==> src/rtl/pe_array_ctrl_pkg.sv <==
// rtl/pe_array_ctrl_pkg.sv - shared types and field offsets for the PE array controller
// Contents: FSM state enum, GLB source index enum, scan word field indices,
// PE_config bit offset within the CFG word, counter widths.
package pe_array_ctrl_pkg;

    typedef enum logic [2:0] {
        IDLE   = 3'd0,
        SCAN_Y = 3'd1,
        SCAN_X = 3'd2,
        CFG    = 3'd3,
        LOAD   = 3'd4,
        RUN    = 3'd5,
        DONE   = 3'd6
    } state_e;

    // Source index doubles as the bit position in the arbiter's one-hot vectors.
    typedef enum logic [1:0] {
        SRC_F = 2'd0,
        SRC_I = 2'd1,
        SRC_P = 2'd2
    } src_e;

    // Scan words carry four ID fields; field k sits at bits [k*W +: W].
    localparam int SCAN_IFMAP_IDX  = 0;
    localparam int SCAN_FILTER_IDX = 1;
    localparam int SCAN_IPSUM_IDX  = 2;
    localparam int SCAN_OPSUM_IDX  = 3;

    localparam int PE_CFG_OFFSET   = 16;

    localparam int SCAN_CNT_BITS   = 9;
    localparam int OPSUM_CNT_BITS  = 16;

endpackage

==> src/rtl/rr_arb3.sv <==
// rtl/rr_arb3.sv - 3-way rotating-priority arbiter with grant lock
// Ports:
//   clk, rst   clock, async active-high reset
//   en         arbitration enabled; when low no grant is issued and the lock clears
//   valid[2:0] request per source (index = src_e)
//   hs_done    the granted transfer completed this cycle
//   grant[2:0] one-hot grant
module rr_arb3
    import pe_array_ctrl_pkg::*;
(
    input  logic       clk,
    input  logic       rst,
    input  logic       en,
    input  logic [2:0] valid,
    input  logic       hs_done,
    output logic [2:0] grant
);

    src_e       ptr_q, ptr_d;
    logic       lock_q, lock_d;
    logic [2:0] lock_grant_q, lock_grant_d;
    logic [2:0] pri_grant;

    // First valid source at or after the pointer, in filter->ifmap->ipsum order.
    always_comb begin
        pri_grant = 3'b000;
        case (ptr_q)
            SRC_I:   pri_grant = valid[1] ? 3'b010 : valid[2] ? 3'b100 : valid[0] ? 3'b001 : 3'b000;
            SRC_P:   pri_grant = valid[2] ? 3'b100 : valid[0] ? 3'b001 : valid[1] ? 3'b010 : 3'b000;
            default: pri_grant = valid[0] ? 3'b001 : valid[1] ? 3'b010 : valid[2] ? 3'b100 : 3'b000;
        endcase
    end

    // A stalled grant is pinned so the array never sees the data switch mid-handshake.
    always_comb begin
        grant = 3'b000;
        if (en) begin
            grant = lock_q ? lock_grant_q : pri_grant;
        end
    end

    always_comb begin
        ptr_d        = ptr_q;
        lock_d       = lock_q;
        lock_grant_d = lock_grant_q;
        if (!en) begin
            lock_d       = 1'b0;
            lock_grant_d = 3'b000;
        end else if (hs_done) begin
            lock_d       = 1'b0;
            lock_grant_d = 3'b000;
            case (grant)
                3'b001:  ptr_d = SRC_I;
                3'b010:  ptr_d = SRC_P;
                default: ptr_d = SRC_F;
            endcase
        end else if (grant != 3'b000) begin
            lock_d       = 1'b1;
            lock_grant_d = grant;
        end
    end

    always_ff @(posedge clk or posedge rst) begin
        if (rst) begin
            ptr_q        <= SRC_F;
            lock_q       <= 1'b0;
            lock_grant_q <= 3'b000;
        end else begin
            ptr_q        <= ptr_d;
            lock_q       <= lock_d;
            lock_grant_q <= lock_grant_d;
        end
    end

endmodule

==> src/rtl/pe_array_ctrl.sv <==
// rtl/pe_array_ctrl.sv - PE array layer sequencer and GLB port arbiter
// Ports:
//   clk, rst                         clock, async active-high reset
//   start, opsum_total               layer start (IDLE only) and expected opsum count
//   busy, done                       not-IDLE status, one-cycle layer-end pulse
//   cfg_valid/cfg_ready/cfg_data     configuration word stream (Y scan, X scan, CFG)
//   set_XID, set_YID, set_LN         one-cycle load strobes to the array
//   *_XID_scan_in, *_YID_scan_in     registered scan chain data
//   LN_config_in, PE_config, PE_en   array configuration and enables
//   src_{f,i,p}_*                    GLB source handshakes
//   GLB_{filter,ifmap,ipsum}_*       array-side handshakes, shared GLB_data_in bus
//   GLB_opsum_valid/ready            observed opsum transfers
module pe_array_ctrl
    import pe_array_ctrl_pkg::*;
#(
    parameter int NUMS_PE_ROW = 6,
    parameter int NUMS_PE_COL = 8,
    parameter int XID_BITS    = 5,
    parameter int YID_BITS    = 3,
    parameter int DATA_BITS   = 32,
    parameter int CONFIG_SIZE = 10
) (
    input  logic                               clk,
    input  logic                               rst,
    input  logic                               start,
    input  logic [15:0]                        opsum_total,
    output logic                               busy,
    output logic                               done,
    input  logic                               cfg_valid,
    output logic                               cfg_ready,
    input  logic [DATA_BITS-1:0]               cfg_data,
    output logic                               set_XID,
    output logic                               set_YID,
    output logic                               set_LN,
    output logic [XID_BITS-1:0]                ifmap_XID_scan_in,
    output logic [XID_BITS-1:0]                filter_XID_scan_in,
    output logic [XID_BITS-1:0]                ipsum_XID_scan_in,
    output logic [XID_BITS-1:0]                opsum_XID_scan_in,
    output logic [YID_BITS-1:0]                ifmap_YID_scan_in,
    output logic [YID_BITS-1:0]                filter_YID_scan_in,
    output logic [YID_BITS-1:0]                ipsum_YID_scan_in,
    output logic [YID_BITS-1:0]                opsum_YID_scan_in,
    output logic [NUMS_PE_ROW-2:0]             LN_config_in,
    output logic [NUMS_PE_ROW*NUMS_PE_COL-1:0] PE_en,
    output logic [CONFIG_SIZE-1:0]             PE_config,
    input  logic                               src_f_valid,
    output logic                               src_f_ready,
    input  logic [DATA_BITS-1:0]               src_f_data,
    input  logic                               src_i_valid,
    output logic                               src_i_ready,
    input  logic [DATA_BITS-1:0]               src_i_data,
    input  logic                               src_p_valid,
    output logic                               src_p_ready,
    input  logic [DATA_BITS-1:0]               src_p_data,
    output logic                               GLB_filter_valid,
    input  logic                               GLB_filter_ready,
    output logic                               GLB_ifmap_valid,
    input  logic                               GLB_ifmap_ready,
    output logic                               GLB_ipsum_valid,
    input  logic                               GLB_ipsum_ready,
    output logic [DATA_BITS-1:0]               GLB_data_in,
    input  logic                               GLB_opsum_valid,
    input  logic                               GLB_opsum_ready
);

    localparam int YW = 4 * YID_BITS;
    localparam int XW = 4 * XID_BITS;
    localparam logic [SCAN_CNT_BITS-1:0] Y_LAST = SCAN_CNT_BITS'(NUMS_PE_ROW - 1);
    localparam logic [SCAN_CNT_BITS-1:0] X_LAST = SCAN_CNT_BITS'(NUMS_PE_ROW * NUMS_PE_COL - 1);

    state_e                      state_q, state_d;
    logic [SCAN_CNT_BITS-1:0]    scan_cnt_q, scan_cnt_d;
    logic [OPSUM_CNT_BITS-1:0]   opsum_cnt_q, opsum_cnt_d;
    logic [OPSUM_CNT_BITS-1:0]   opsum_total_q, opsum_total_d;
    logic                        set_yid_q, set_yid_d;
    logic                        set_xid_q, set_xid_d;
    logic                        set_ln_q, set_ln_d;
    logic [YW-1:0]               y_fields_q, y_fields_d;
    logic [XW-1:0]               x_fields_q, x_fields_d;
    logic [NUMS_PE_ROW-2:0]      ln_cfg_q, ln_cfg_d;
    logic [CONFIG_SIZE-1:0]      pe_cfg_q, pe_cfg_d;

    logic       cfg_fire;
    logic       opsum_fire;
    logic       opsum_last;
    logic       arb_en;
    logic       arb_hs;
    logic [2:0] src_valid;
    logic [2:0] glb_ready;
    logic [2:0] grant;
    logic       unused_cfg_bits;

    assign cfg_fire   = cfg_valid & cfg_ready;
    assign opsum_fire = GLB_opsum_valid & GLB_opsum_ready;
    assign opsum_last = (opsum_cnt_q + 16'd1) == opsum_total_q;
    assign unused_cfg_bits = ^cfg_data[DATA_BITS-1:PE_CFG_OFFSET+CONFIG_SIZE];

    // FSM: state register
    always_ff @(posedge clk or posedge rst) begin
        if (rst) begin
            state_q <= IDLE;
        end else begin
            state_q <= state_d;
        end
    end

    // FSM: next state
    always_comb begin
        state_d = state_q;
        case (state_q)
            IDLE:    if (start) state_d = SCAN_Y;
            SCAN_Y:  if (cfg_fire && scan_cnt_q == Y_LAST) state_d = SCAN_X;
            SCAN_X:  if (cfg_fire && scan_cnt_q == X_LAST) state_d = CFG;
            CFG:     if (cfg_fire) state_d = LOAD;
            LOAD:    state_d = (opsum_total_q == '0) ? DONE : RUN;
            RUN:     if (opsum_fire && opsum_last) state_d = DONE;
            DONE:    state_d = IDLE;
            default: state_d = IDLE;
        endcase
    end

    // FSM: outputs
    always_comb begin
        busy      = (state_q != IDLE);
        done      = (state_q == DONE);
        cfg_ready = (state_q == SCAN_Y) || (state_q == SCAN_X) || (state_q == CFG);
        PE_en     = (state_q == LOAD) ? '1 : '0;
        arb_en    = (state_q == RUN);
    end

    // Counters and registered array-side configuration
    always_comb begin
        scan_cnt_d    = scan_cnt_q;
        opsum_cnt_d   = opsum_cnt_q;
        opsum_total_d = opsum_total_q;
        set_yid_d     = 1'b0;
        set_xid_d     = 1'b0;
        set_ln_d      = 1'b0;
        y_fields_d    = y_fields_q;
        x_fields_d    = x_fields_q;
        ln_cfg_d      = ln_cfg_q;
        pe_cfg_d      = pe_cfg_q;
        case (state_q)
            IDLE: begin
                if (start) begin
                    opsum_total_d = opsum_total;
                    scan_cnt_d    = '0;
                    opsum_cnt_d   = '0;
                end
            end
            SCAN_Y: begin
                if (cfg_fire) begin
                    set_yid_d  = 1'b1;
                    y_fields_d = cfg_data[YW-1:0];
                    scan_cnt_d = (scan_cnt_q == Y_LAST) ? '0 : scan_cnt_q + 1'b1;
                end
            end
            SCAN_X: begin
                if (cfg_fire) begin
                    set_xid_d  = 1'b1;
                    x_fields_d = cfg_data[XW-1:0];
                    scan_cnt_d = (scan_cnt_q == X_LAST) ? '0 : scan_cnt_q + 1'b1;
                end
            end
            CFG: begin
                if (cfg_fire) begin
                    set_ln_d = 1'b1;
                    ln_cfg_d = cfg_data[NUMS_PE_ROW-2:0];
                    pe_cfg_d = cfg_data[PE_CFG_OFFSET +: CONFIG_SIZE];
                end
            end
            RUN: begin
                if (opsum_fire) opsum_cnt_d = opsum_cnt_q + 1'b1;
            end
            default: ;
        endcase
    end

    always_ff @(posedge clk or posedge rst) begin
        if (rst) begin
            scan_cnt_q    <= '0;
            opsum_cnt_q   <= '0;
            opsum_total_q <= '0;
            set_yid_q     <= 1'b0;
            set_xid_q     <= 1'b0;
            set_ln_q      <= 1'b0;
            y_fields_q    <= '0;
            x_fields_q    <= '0;
            ln_cfg_q      <= '0;
            pe_cfg_q      <= '0;
        end else begin
            scan_cnt_q    <= scan_cnt_d;
            opsum_cnt_q   <= opsum_cnt_d;
            opsum_total_q <= opsum_total_d;
            set_yid_q     <= set_yid_d;
            set_xid_q     <= set_xid_d;
            set_ln_q      <= set_ln_d;
            y_fields_q    <= y_fields_d;
            x_fields_q    <= x_fields_d;
            ln_cfg_q      <= ln_cfg_d;
            pe_cfg_q      <= pe_cfg_d;
        end
    end

    assign set_YID            = set_yid_q;
    assign set_XID            = set_xid_q;
    assign set_LN             = set_ln_q;
    assign ifmap_YID_scan_in  = y_fields_q[SCAN_IFMAP_IDX*YID_BITS +: YID_BITS];
    assign filter_YID_scan_in = y_fields_q[SCAN_FILTER_IDX*YID_BITS +: YID_BITS];
    assign ipsum_YID_scan_in  = y_fields_q[SCAN_IPSUM_IDX*YID_BITS +: YID_BITS];
    assign opsum_YID_scan_in  = y_fields_q[SCAN_OPSUM_IDX*YID_BITS +: YID_BITS];
    assign ifmap_XID_scan_in  = x_fields_q[SCAN_IFMAP_IDX*XID_BITS +: XID_BITS];
    assign filter_XID_scan_in = x_fields_q[SCAN_FILTER_IDX*XID_BITS +: XID_BITS];
    assign ipsum_XID_scan_in  = x_fields_q[SCAN_IPSUM_IDX*XID_BITS +: XID_BITS];
    assign opsum_XID_scan_in  = x_fields_q[SCAN_OPSUM_IDX*XID_BITS +: XID_BITS];
    assign LN_config_in       = ln_cfg_q;
    assign PE_config          = pe_cfg_q;

    // GLB input bus arbitration: purely combinational source -> array path.
    assign src_valid = {src_p_valid, src_i_valid, src_f_valid};
    assign glb_ready = {GLB_ipsum_ready, GLB_ifmap_ready, GLB_filter_ready};
    assign arb_hs    = |(grant & src_valid & glb_ready);

    rr_arb3 u_arb (
        .clk     (clk),
        .rst     (rst),
        .en      (arb_en),
        .valid   (src_valid),
        .hs_done (arb_hs),
        .grant   (grant)
    );

    assign GLB_filter_valid = grant[SRC_F] & src_f_valid;
    assign GLB_ifmap_valid  = grant[SRC_I] & src_i_valid;
    assign GLB_ipsum_valid  = grant[SRC_P] & src_p_valid;
    assign src_f_ready      = grant[SRC_F] & GLB_filter_ready;
    assign src_i_ready      = grant[SRC_I] & GLB_ifmap_ready;
    assign src_p_ready      = grant[SRC_P] & GLB_ipsum_ready;

    always_comb begin
        GLB_data_in = '0;
        if (grant[SRC_F])      GLB_data_in = src_f_data;
        else if (grant[SRC_I]) GLB_data_in = src_i_data;
        else if (grant[SRC_P]) GLB_data_in = src_p_data;
    end

endmodule
==> config.mk <==
export PLATFORM = sky130hd
export DESIGN_NAME = pe_array_ctrl
export DESIGN_NICKNAME = d
export VERILOG_FILES = /design/src/rtl/pe_array_ctrl_pkg.sv /design/src/rtl/rr_arb3.sv /design/src/rtl/pe_array_ctrl.sv
export SDC_FILE = /design/constraint.sdc
export NUM_CORES = 1
export LEC_CHECK = 0
export CORE_MARGIN = 1
export CORE_UTILIZATION = 25
export DETAILED_ROUTE_END_ITERATION = 16
export GPL_ROUTABILITY_DRIVEN = 1
export PLACE_DENSITY = 0.51
export SYNTH_ARGS = -nofsm -noshare
export SYNTH_HDL_FRONTEND = slang
export SYNTH_SLANG_ARGS = --single-unit
==> constraint.sdc <==
create_clock -name clk -period 9.05 [get_ports clk]
set_input_delay 0.905 -clock clk [delete_from_list [all_inputs] [get_ports clk]]
set_output_delay 0.905 -clock clk [all_outputs]
set_load 0.02 [all_outputs]
==> summary.md, run 1 <==
| Metric | Value |
|---|---|
| Initial antenna violation count | 2 |
| Post-synth top flop | sky130_fd_sc_hd__dfrtp_1 |
| Max stage delay on crit path | 0.83 ns |
| Worst Setup Path Type | input pin to output port |
| Max VDD drop | 143 uV |
| Die Outline Area | approximately 24000 um^2 |
| IO Pins | between 200 and 300 |
| Outcome | finished clean |
| Largest cells by area after synthesis | sky130_fd_sc_hd__dfrtp_1 (43%), sky130_fd_sc_hd__mux2_2 (9.4%), sky130_fd_sc_hd__buf_4 (6.2%) |
| Combined area of all synthesized cells | a little under 6000 um^2 |
| Global-route usage over all layers | 0.163 |
| Layout Nets | 1003 |
| Pins Over Slew Limit | 0 |
| Total of fill cells in the finished design | around 2300 |
| Floorplan die height | between 150 and 200 um |
| Least-Margin Pin Slew | roughly 1.1 ns |
| Portion of the clock cycle consumed by the worst path in the final layout | 0.539 |
| Worst EP arrival | between 3 and 4 ns |
| Series of cell instances along the critical path | clkdlybuf4s50_1 > nor2b_1 > o21ai_1 > a211o_1 > a21oi_4 > nor2_2 > buf_4 > a21o_1 > clkdlybuf4s50_1 |
| Std-Cell Core Area | roughly 23000 um^2 |
| Avg Synthesized Cell Area | about 9.6 um^2 |
| Sequential element share of the synthesized area | 0.428 |
| Net Count, Synth | between 700 and 800 |
| Worst Reg-to-Reg Cells | 6 |
| Crit end category | output port |
| Final Routed Wirelength | between 15 and 20 mm |
| Seq cells post-synth | 100 |
| Rel. slew slack | 0.274 |
| Clock transition at the register clock pins on the worst setup and hold paths after CTS | about 0.070 ns |
| CP most frequent cell | sky130_fd_sc_hd__clkdlybuf4s50_1 |
| Clk_lat worst skew | ~0.35 ns |
| Number of DRC markers in iteration 0 | ~220 |
| Utilization of the core after routing | 0.398 |
| Mean number of vias per cell | between 4 and 5 |
| TritonCTS clock tree | yes |
| Critical path required time | roughly 8.2 ns |
| CTS Buf Count | 9 |
| Row count | 55 |
| Share of Yosys cell area claimed by the top area cell type | 0.428 |
| CTS max path bufs | 2 |
| Async set-reset flop share out of synthesis | 1.00 |
| Growth of design area from synthesis to finish | 54.8% |
| Global-route wire length before repair | 30.1 mm |
| GRT Residual Overflow | 0 |
| Switching fraction of total power | 0.383 |
| Worst clock skew | around 0.0095 ns |
| Max-capacitance violation count | 0 |
| Mapped Cells | 610 |
| Starting density of the core | 0.257 |
| Setup Viol. Count Final | 0 |
| Share of power burned in combinational logic | 0.511 |
| Vias | 5360 |
| Number of global-route vias before repair | ~5000 |
| Maximum fanout count along the critical path | 37 |
| Cell internal power dissipation | roughly 1500 uW |
| Met1 Wirelength | slightly above 8 mm |
| Largest area contributor in the synthesized netlist | sky130_fd_sc_hd__dfrtp_1 |
| DRC violations left | 0 |
| Slowest stage cell, crit path | sky130_fd_sc_hd__a21oi_4 |
| Quantity of I/O buffers inserted on ports | roughly 290 |
| Critical path launch point type | input pin |
| Final critical delay including setup and external delays | between 4 and 5 ns |
| Worst hold path class | flip-flop to flip-flop |
| Dpl hpwl | roughly 15 mm |
| Average wire per cell in the routed design | between 15 and 20 um |
| Uppermost layer routed | met5 |
| Routed wl met3 | 1.81 mm |
| Reported net switching power | 917 uW |
| Leakage power of the design | about 0.0039 uW |
| Layout cell share with drive strength beyond 1 | 0.104 |
| Total of warnings raised by yosys | 0 |
| Maximum clock rate | 205 MHz |
| Number of distinct library cells after synthesis | 50 |
| Sink Count | 100 |
| # H-tree levels | 3 |
| Met2 wire length | a little over 9 mm |
| Clock network fraction of total power | 0.176 |
| Maximum number of pins on one net before global-route repair | 57 |
| Setup_tns | 0 ns |
| Buffers inserted during post-CTS setup optimization | 0 |
| Hold violation count in the final report | 0 |
| Last weighted congestion value of the routability-driven placer | 0.820 |
| Seq pwr share | 0.313 |
| Total of hold buffers inserted after clock tree synthesis | 0 |
| Detailed Routing Iterations Pass 1 | 4 |
| Power per unit of standard cell area | 264 nW/um^2 |
| Number of flops mapped to enable cells by yosys | 0 |
| CTS Root Buffer Type | sky130_fd_sc_hd__clkbuf_16 |
| Cell count of the worst hold path | 2 |
| RSZ-0062 raised after global routing | false |
| Number of resized instances in the post-cts repair step | 0 |
| Antenna-violating nets left | 0 |
| Die Span X | 155 um |
power by group through the flow:
stage | Sequential [uW] | Combinational, uW | Clock, uW
2_1_floorplan | 846 | 632 | 0
3_3_place_gp | 754 | 1230 | 0
3_5_place_dp | 758 | 1230 | 0
4_1_cts | 754 | 1240 | 434
5_1_grt | 780 | 1320 | 456
6_report | 749 | 1220 | 421
kinds of logic after synthesis:
group                      Yosys count  synth area share
and+or+nand+nor                    191             0.160
AOI/OAI and AO/OA                  151             0.180
DFF                                100             0.428
buffers and inverters               89            0.0900
muxes                               52            0.0994
xor gates and xnor gates            22            0.0329
adders and majority gates            5            0.0107
final timing paths:
path	slack, ns	to	startpoint
worst max register to register	6.25	opsum_cnt_q[7]	state_q[1]
worst min register to register	0.47	LN_config_in[3]	LN_config_in[3]
max in group asynchronous	6.91	set_LN	rst
min in group asynchronous	0.98	opsum_total_q[8]	rst
worst max-delay path	4.17	GLB_data_in[27]	src_i_valid
worst min-delay path	0.47	LN_config_in[3]	LN_config_in[3]
sequential cells by signal, summed over array words and instances, names as in the netlist:
name and count:
LN_config_in 5, PE_config 10, opsum_cnt_q 16, opsum_total_q 16, scan_cnt_q 9, set_LN 1
set_XID 1, set_YID 1, state_q 3, u_arb.lock_grant_q 3, u_arb.lock_q 1, u_arb.ptr_q 2
x_fields_q 20, y_fields_q 12
cell usage in the layout, fill, tap and decap left out, types with 9 or more instances in the layout:
cell type	netlist	layout
sky130_fd_sc_hd__dfrtp_1	100	100
sky130_fd_sc_hd__xnor2_1	17	17
sky130_fd_sc_hd__a21o_1	33	33
sky130_fd_sc_hd__nand2_1	74	74
sky130_fd_sc_hd__clkbuf_16	0	9
sky130_fd_sc_hd__nor4_1	9	9
sky130_fd_sc_hd__nand3_1	15	15
sky130_fd_sc_hd__clkdlybuf4s50_1	0	288
sky130_fd_sc_hd__a21oi_1	19	19
sky130_fd_sc_hd__nor2_1	30	27
sky130_fd_sc_hd__a22o_1	35	35
sky130_fd_sc_hd__o21ai_0	38	38
sky130_fd_sc_hd__inv_1	14	13
sky130_fd_sc_hd__nor3_1	11	10
sky130_fd_sc_hd__mux2_2	49	49
worst max-delay path, delay by kind of cell:
kind,cells,cell delay (ns)
compound gates,4,1.51
buf+inv,3,1.31
simple gates,2,0.23
per-stage QoR:
stage	area (um^2)	hold WS (ns)	setup WS, ns	std cells	total power [uW]
6_report	9060	0.474	4.17	1161	2390
5_1_grt	9060	0.503	3.98	1161	2550
2_1_floorplan	5850	0.446	5.24	610	1480
3_3_place_gp	8740	0.459	4.12	1144	1990
4_1_cts	9060	0.479	4.13	1160	2420
3_5_place_dp	8740	0.464	4.14	1144	1990
metal layers:
layer | vias up | track usage
met5 | - | 0
met4 | 2 | 0.0372
met3 | 19 | 0.0557
met2 | 219 | 0.278
met1 | 2538 | 0.196
li1 | 2582 | -
cells in the mapped netlist (4+ instances only):
master	instances
sky130_fd_sc_hd__dfrtp_1	100
sky130_fd_sc_hd__nand2_1	74
sky130_fd_sc_hd__mux2_2	49
sky130_fd_sc_hd__buf_4	48
sky130_fd_sc_hd__o21ai_0	38
sky130_fd_sc_hd__a22o_1	35
sky130_fd_sc_hd__a21o_1	33
sky130_fd_sc_hd__nor2_1	30
sky130_fd_sc_hd__a21oi_1	19
sky130_fd_sc_hd__clkbuf_1	17
sky130_fd_sc_hd__xnor2_1	17
sky130_fd_sc_hd__nand3_1	15
sky130_fd_sc_hd__inv_1	14
sky130_fd_sc_hd__nor3_1	11
sky130_fd_sc_hd__nor4_1	9
sky130_fd_sc_hd__buf_2	8
sky130_fd_sc_hd__nand2b_1	8
sky130_fd_sc_hd__nand4_1	8
sky130_fd_sc_hd__o31ai_1	7
sky130_fd_sc_hd__and2_1	6
sky130_fd_sc_hd__nor2b_1	6
sky130_fd_sc_hd__and3_1	5
sky130_fd_sc_hd__ha_1	5
sky130_fd_sc_hd__xor2_1	5
sky130_fd_sc_hd__a31oi_1	4
area by class of cell:
class                   instances  area [um^2]  area share
diodes                          1         2.50    0.000276
clock buffers                  11          233      0.0257
clock inverters                 5         85.1     0.00939
inverters                      14         55.1     0.00608
multi-input cells             421         2850       0.314
flip-flops and latches        100         2500       0.276
well taps                     313          392      0.0432
repair buffers                296         2940       0.325
(Power assumes the default switching activity.)
==> inputs of run 2 (changes only) <==
--- a/config.mk
+++ b/config.mk
@@ -9,7 +9,7 @@
 export CORE_UTILIZATION = 25
 export DETAILED_ROUTE_END_ITERATION = 16
 export GPL_ROUTABILITY_DRIVEN = 1
-export PLACE_DENSITY = 0.51
+export PLACE_DENSITY = 0.53
 export SYNTH_ARGS = -nofsm -noshare
 export SYNTH_HDL_FRONTEND = slang
 export SYNTH_SLANG_ARGS = --single-unit
==> constraint.sdc (replaced) <==
create_clock -name clk -period 4.39 [get_ports clk]
set_input_delay 0.439 -clock clk [delete_from_list [all_inputs] [get_ports clk]]
set_output_delay 0.439 -clock clk [all_outputs]
set_load 0.02 [all_outputs]
==> run 2 against run 1 <==
Net effect:
- non-clock buffer count up 4
- clock-buffer cell count up 1
- combinational power up 110%
- global-route usage about the same
- largest cell class unchanged
- largest power group unchanged
- first-iteration DRC count up 50%
- design area up 0.33%
- total power up 100%
- worst hold slack better by 0.0025 ns
- critical path type is now flip-flop to output port
==> summary.md, run 2 (synthesized netlist as in run 1, its figures left out) <==
| Metric | Value |
|---|---|
| Vias | 5375 |
| Layout Nets | around 1000 |
| Initial antenna violation count | 2 |
| Die Span X | 155 um |
| Maximum number of pins on one net before global-route repair | 50 |
| Global routing met1 resource utilization | 0.194 |
| GRT Residual Overflow | 0 |
| Number of resized instances in the post-cts repair step | 0 |
| Layout cell share with drive strength beyond 1 | 0.108 |
| Critical path launch point type | flip-flop |
| Clock transition at the register clock pins on the worst setup and hold paths after CTS | ~0.07 ns |
| Cell internal power dissipation | between 3000 and 4000 uW |
| IO Pins | ~300 |
| Number of DRC markers in iteration 0 | roughly 330 |
| Leakage power of the design | 0.00389 uW |
| Grt met3 use | 0.0538 |
| Most frequent standard cell in the layout excluding fill and tap cells | sky130_fd_sc_hd__clkdlybuf4s50_1 |
| TritonCTS clock tree | yes |
| CTS Root Buffer Type | sky130_fd_sc_hd__clkbuf_16 |
| Number of flip-flops in the largest register | 20 |
| Commonest cells after routing, fill and taps aside | sky130_fd_sc_hd__clkdlybuf4s50_1 (288), sky130_fd_sc_hd__dfrtp_1 (100), sky130_fd_sc_hd__nand2_1 (74) |
| RSZ-0062 raised after global routing | false |
| Global routing usage on met2 | 0.275 |
| Last weighted congestion value of the routability-driven placer | 0.822 |
| Seq pwr share | 0.317 |
| Std-Cell Core Area | between 20000 and 25000 um^2 |
| Setup_tns | 0 ns |
| Critical path required time | around 4.0 ns |
| Least-Margin Pin Slew | around 1 ns |
| Row count | 55 |
| Starting density of the core | 0.257 |
| Maximum fanout count along the critical path | 32 |
| Worst clock skew | ~0.0045 ns |
| Quantity of I/O buffers inserted on ports | 288 |
| Portion of the clock cycle consumed by the worst path in the final layout | 0.860 |
| Max VDD drop | about 320 uV |
| Setup Viol. Count Final | 0 |
| # H-tree levels | 3 |
| Max-capacitance violation count | 0 |
| DRC violations left | 0 |
| Maximum clock rate | roughly 260 MHz |
| Final setup margin | 0.613 ns |
| Worst hold path class | flip-flop to flip-flop |
| Reported net switching power | between 1500 and 2000 uW |
| Growth of design area from synthesis to finish | 55.3% |
| Busiest metal layer after global routing | met2 |
| Share of power burned in combinational logic | 0.517 |
| Dpl hpwl | roughly 15 mm |
| Pins Over Slew Limit | 0 |
| Total of hold buffers inserted after clock tree synthesis | 0 |
| Worst EP arrival | approximately 3.3 ns |
| Buffers inserted during post-CTS setup optimization | 0 |
| Average wire per cell in the routed design | 16.8 um |
| Number of global-route vias before repair | about 5300 |
| Worst Setup Path Type | flip-flop to output port |
| Mean number of vias per cell | 4.61 |
| Final critical delay including setup and external delays | between 3 and 4 ns |
| Antenna-violating nets left | 0 |
| Overall Power | 4890 uW |
| Register with the most flip-flops | x_fields_q |
| Crit end category | output port |
| Floorplan die height | about 150 um |
| Worst slack at placement | 0.693 ns |
| Detailed Routing Iterations Pass 1 | 4 |
| Clock network fraction of total power | 0.166 |
| Outcome | finished clean |
| CTS Buf Count | 9 |
| Hold violation count in the final report | 0 |
| Clk_lat worst skew | 0.34 ns |
| Die Outline Area | ~24000 um^2 |
| Power per unit of standard cell area | around 540 nW/um^2 |
| Final Routed Wirelength | roughly 20 mm |
| Switching fraction of total power | 0.382 |
| CTS max path bufs | 2 |
| Rel. slew slack | 0.331 |
| Registers with the most flip-flops | x_fields_q: 20 flops, opsum_cnt_q: 16 flops, opsum_total_q: 16 flops |
| Sink Count | 100 |
| Global-route wire length before repair | about 30 mm |
| Global-route usage over all layers | 0.163 |
-- run 2: cell types whose count changed in the layout (fill, tap and decap cells not counted) --
cell,delta
sky130_fd_sc_hd__buf_12,+1
sky130_fd_sc_hd__buf_4,+3
sky130_fd_sc_hd__bufinv_16,-1
sky130_fd_sc_hd__clkbuf_1,-1
sky130_fd_sc_hd__clkbuf_8,+2
sky130_fd_sc_hd__diode_2,+1
sky130_fd_sc_hd__inv_6,-1
-- run 2: worst paths after layout --
check | start | to | slack [ns] | cells past startpoint
max | u_arb.ptr_q[0] | GLB_data_in[21] | 0.61 | 11
min | PE_config[2] | PE_config[2] | 0.48 | 2
max reg2reg | state_q[2] | opsum_cnt_q[7] | 1.73 | 7
min reg2reg | PE_config[2] | PE_config[2] | 0.48 | 2
max in group asynchronous | rst | set_YID | 3.02 | 3
min in group asynchronous | rst | x_fields_q[3] | 0.53 | 2
-- run 2: power by group through the flow --
stage	Clock, uW	Combinational (uW)	Sequential [uW]
final	814	2530	1550
after global routing	889	2730	1610
after CTS	853	2560	1550
after detailed placement	0	2550	1560
after global placement	0	2540	1560
after floorplan	0	1300	1740
-- run 2: worst max-delay path, cell delays in order (launching register included) --
cell,delay [ns]
sky130_fd_sc_hd__dfrtp_1,0.35
sky130_fd_sc_hd__inv_1,0.06
sky130_fd_sc_hd__ha_1,0.22
sky130_fd_sc_hd__nor2b_1,0.13
sky130_fd_sc_hd__o21ai_0,0.24
sky130_fd_sc_hd__a211oi_1,0.14
sky130_fd_sc_hd__o21ai_1,0.43
sky130_fd_sc_hd__nand2_1,0.12
sky130_fd_sc_hd__nor2_2,0.09
sky130_fd_sc_hd__buf_4,0.33
sky130_fd_sc_hd__a21o_1,0.23
sky130_fd_sc_hd__clkdlybuf4s50_1,0.63
-- run 2: through the flow --
step | hold slack [ns] | std cells | utilization | instance area [um^2]
after floorplan | 0.446 | 610 | - | 5850
final | 0.477 | 1165 | 0.399 | 9090
after detailed placement | 0.462 | 1148 | 0.386 | 8780
after global routing | 0.509 | 1165 | 0.399 | 9090
after global placement | 0.459 | 1148 | 0.386 | 8780
after CTS | 0.483 | 1163 | 0.399 | 9080
-- run 2: final cells by class --
cell class / instances / area (um^2)
Timing Repair Buffer: 300 / 2990
Tap cell: 313 / 392
Inverter: 14 / 55.1
Multi-Input combinational cell: 421 / 2850
Antenna cell: 2 / 5.00
Fill cell: 2272 / 13700
Clock buffer: 12 / 256
Sequential cell: 100 / 2500
Clock inverter: 3 / 46.3
-- run 2: routing by layer --
metal / up-vias / wire (um)
li1: 2599 / -
met1: 2546 / 8040
met2: 212 / 9320
met3: 18 / 1750
met4: 0 / 400
met5: - / 0
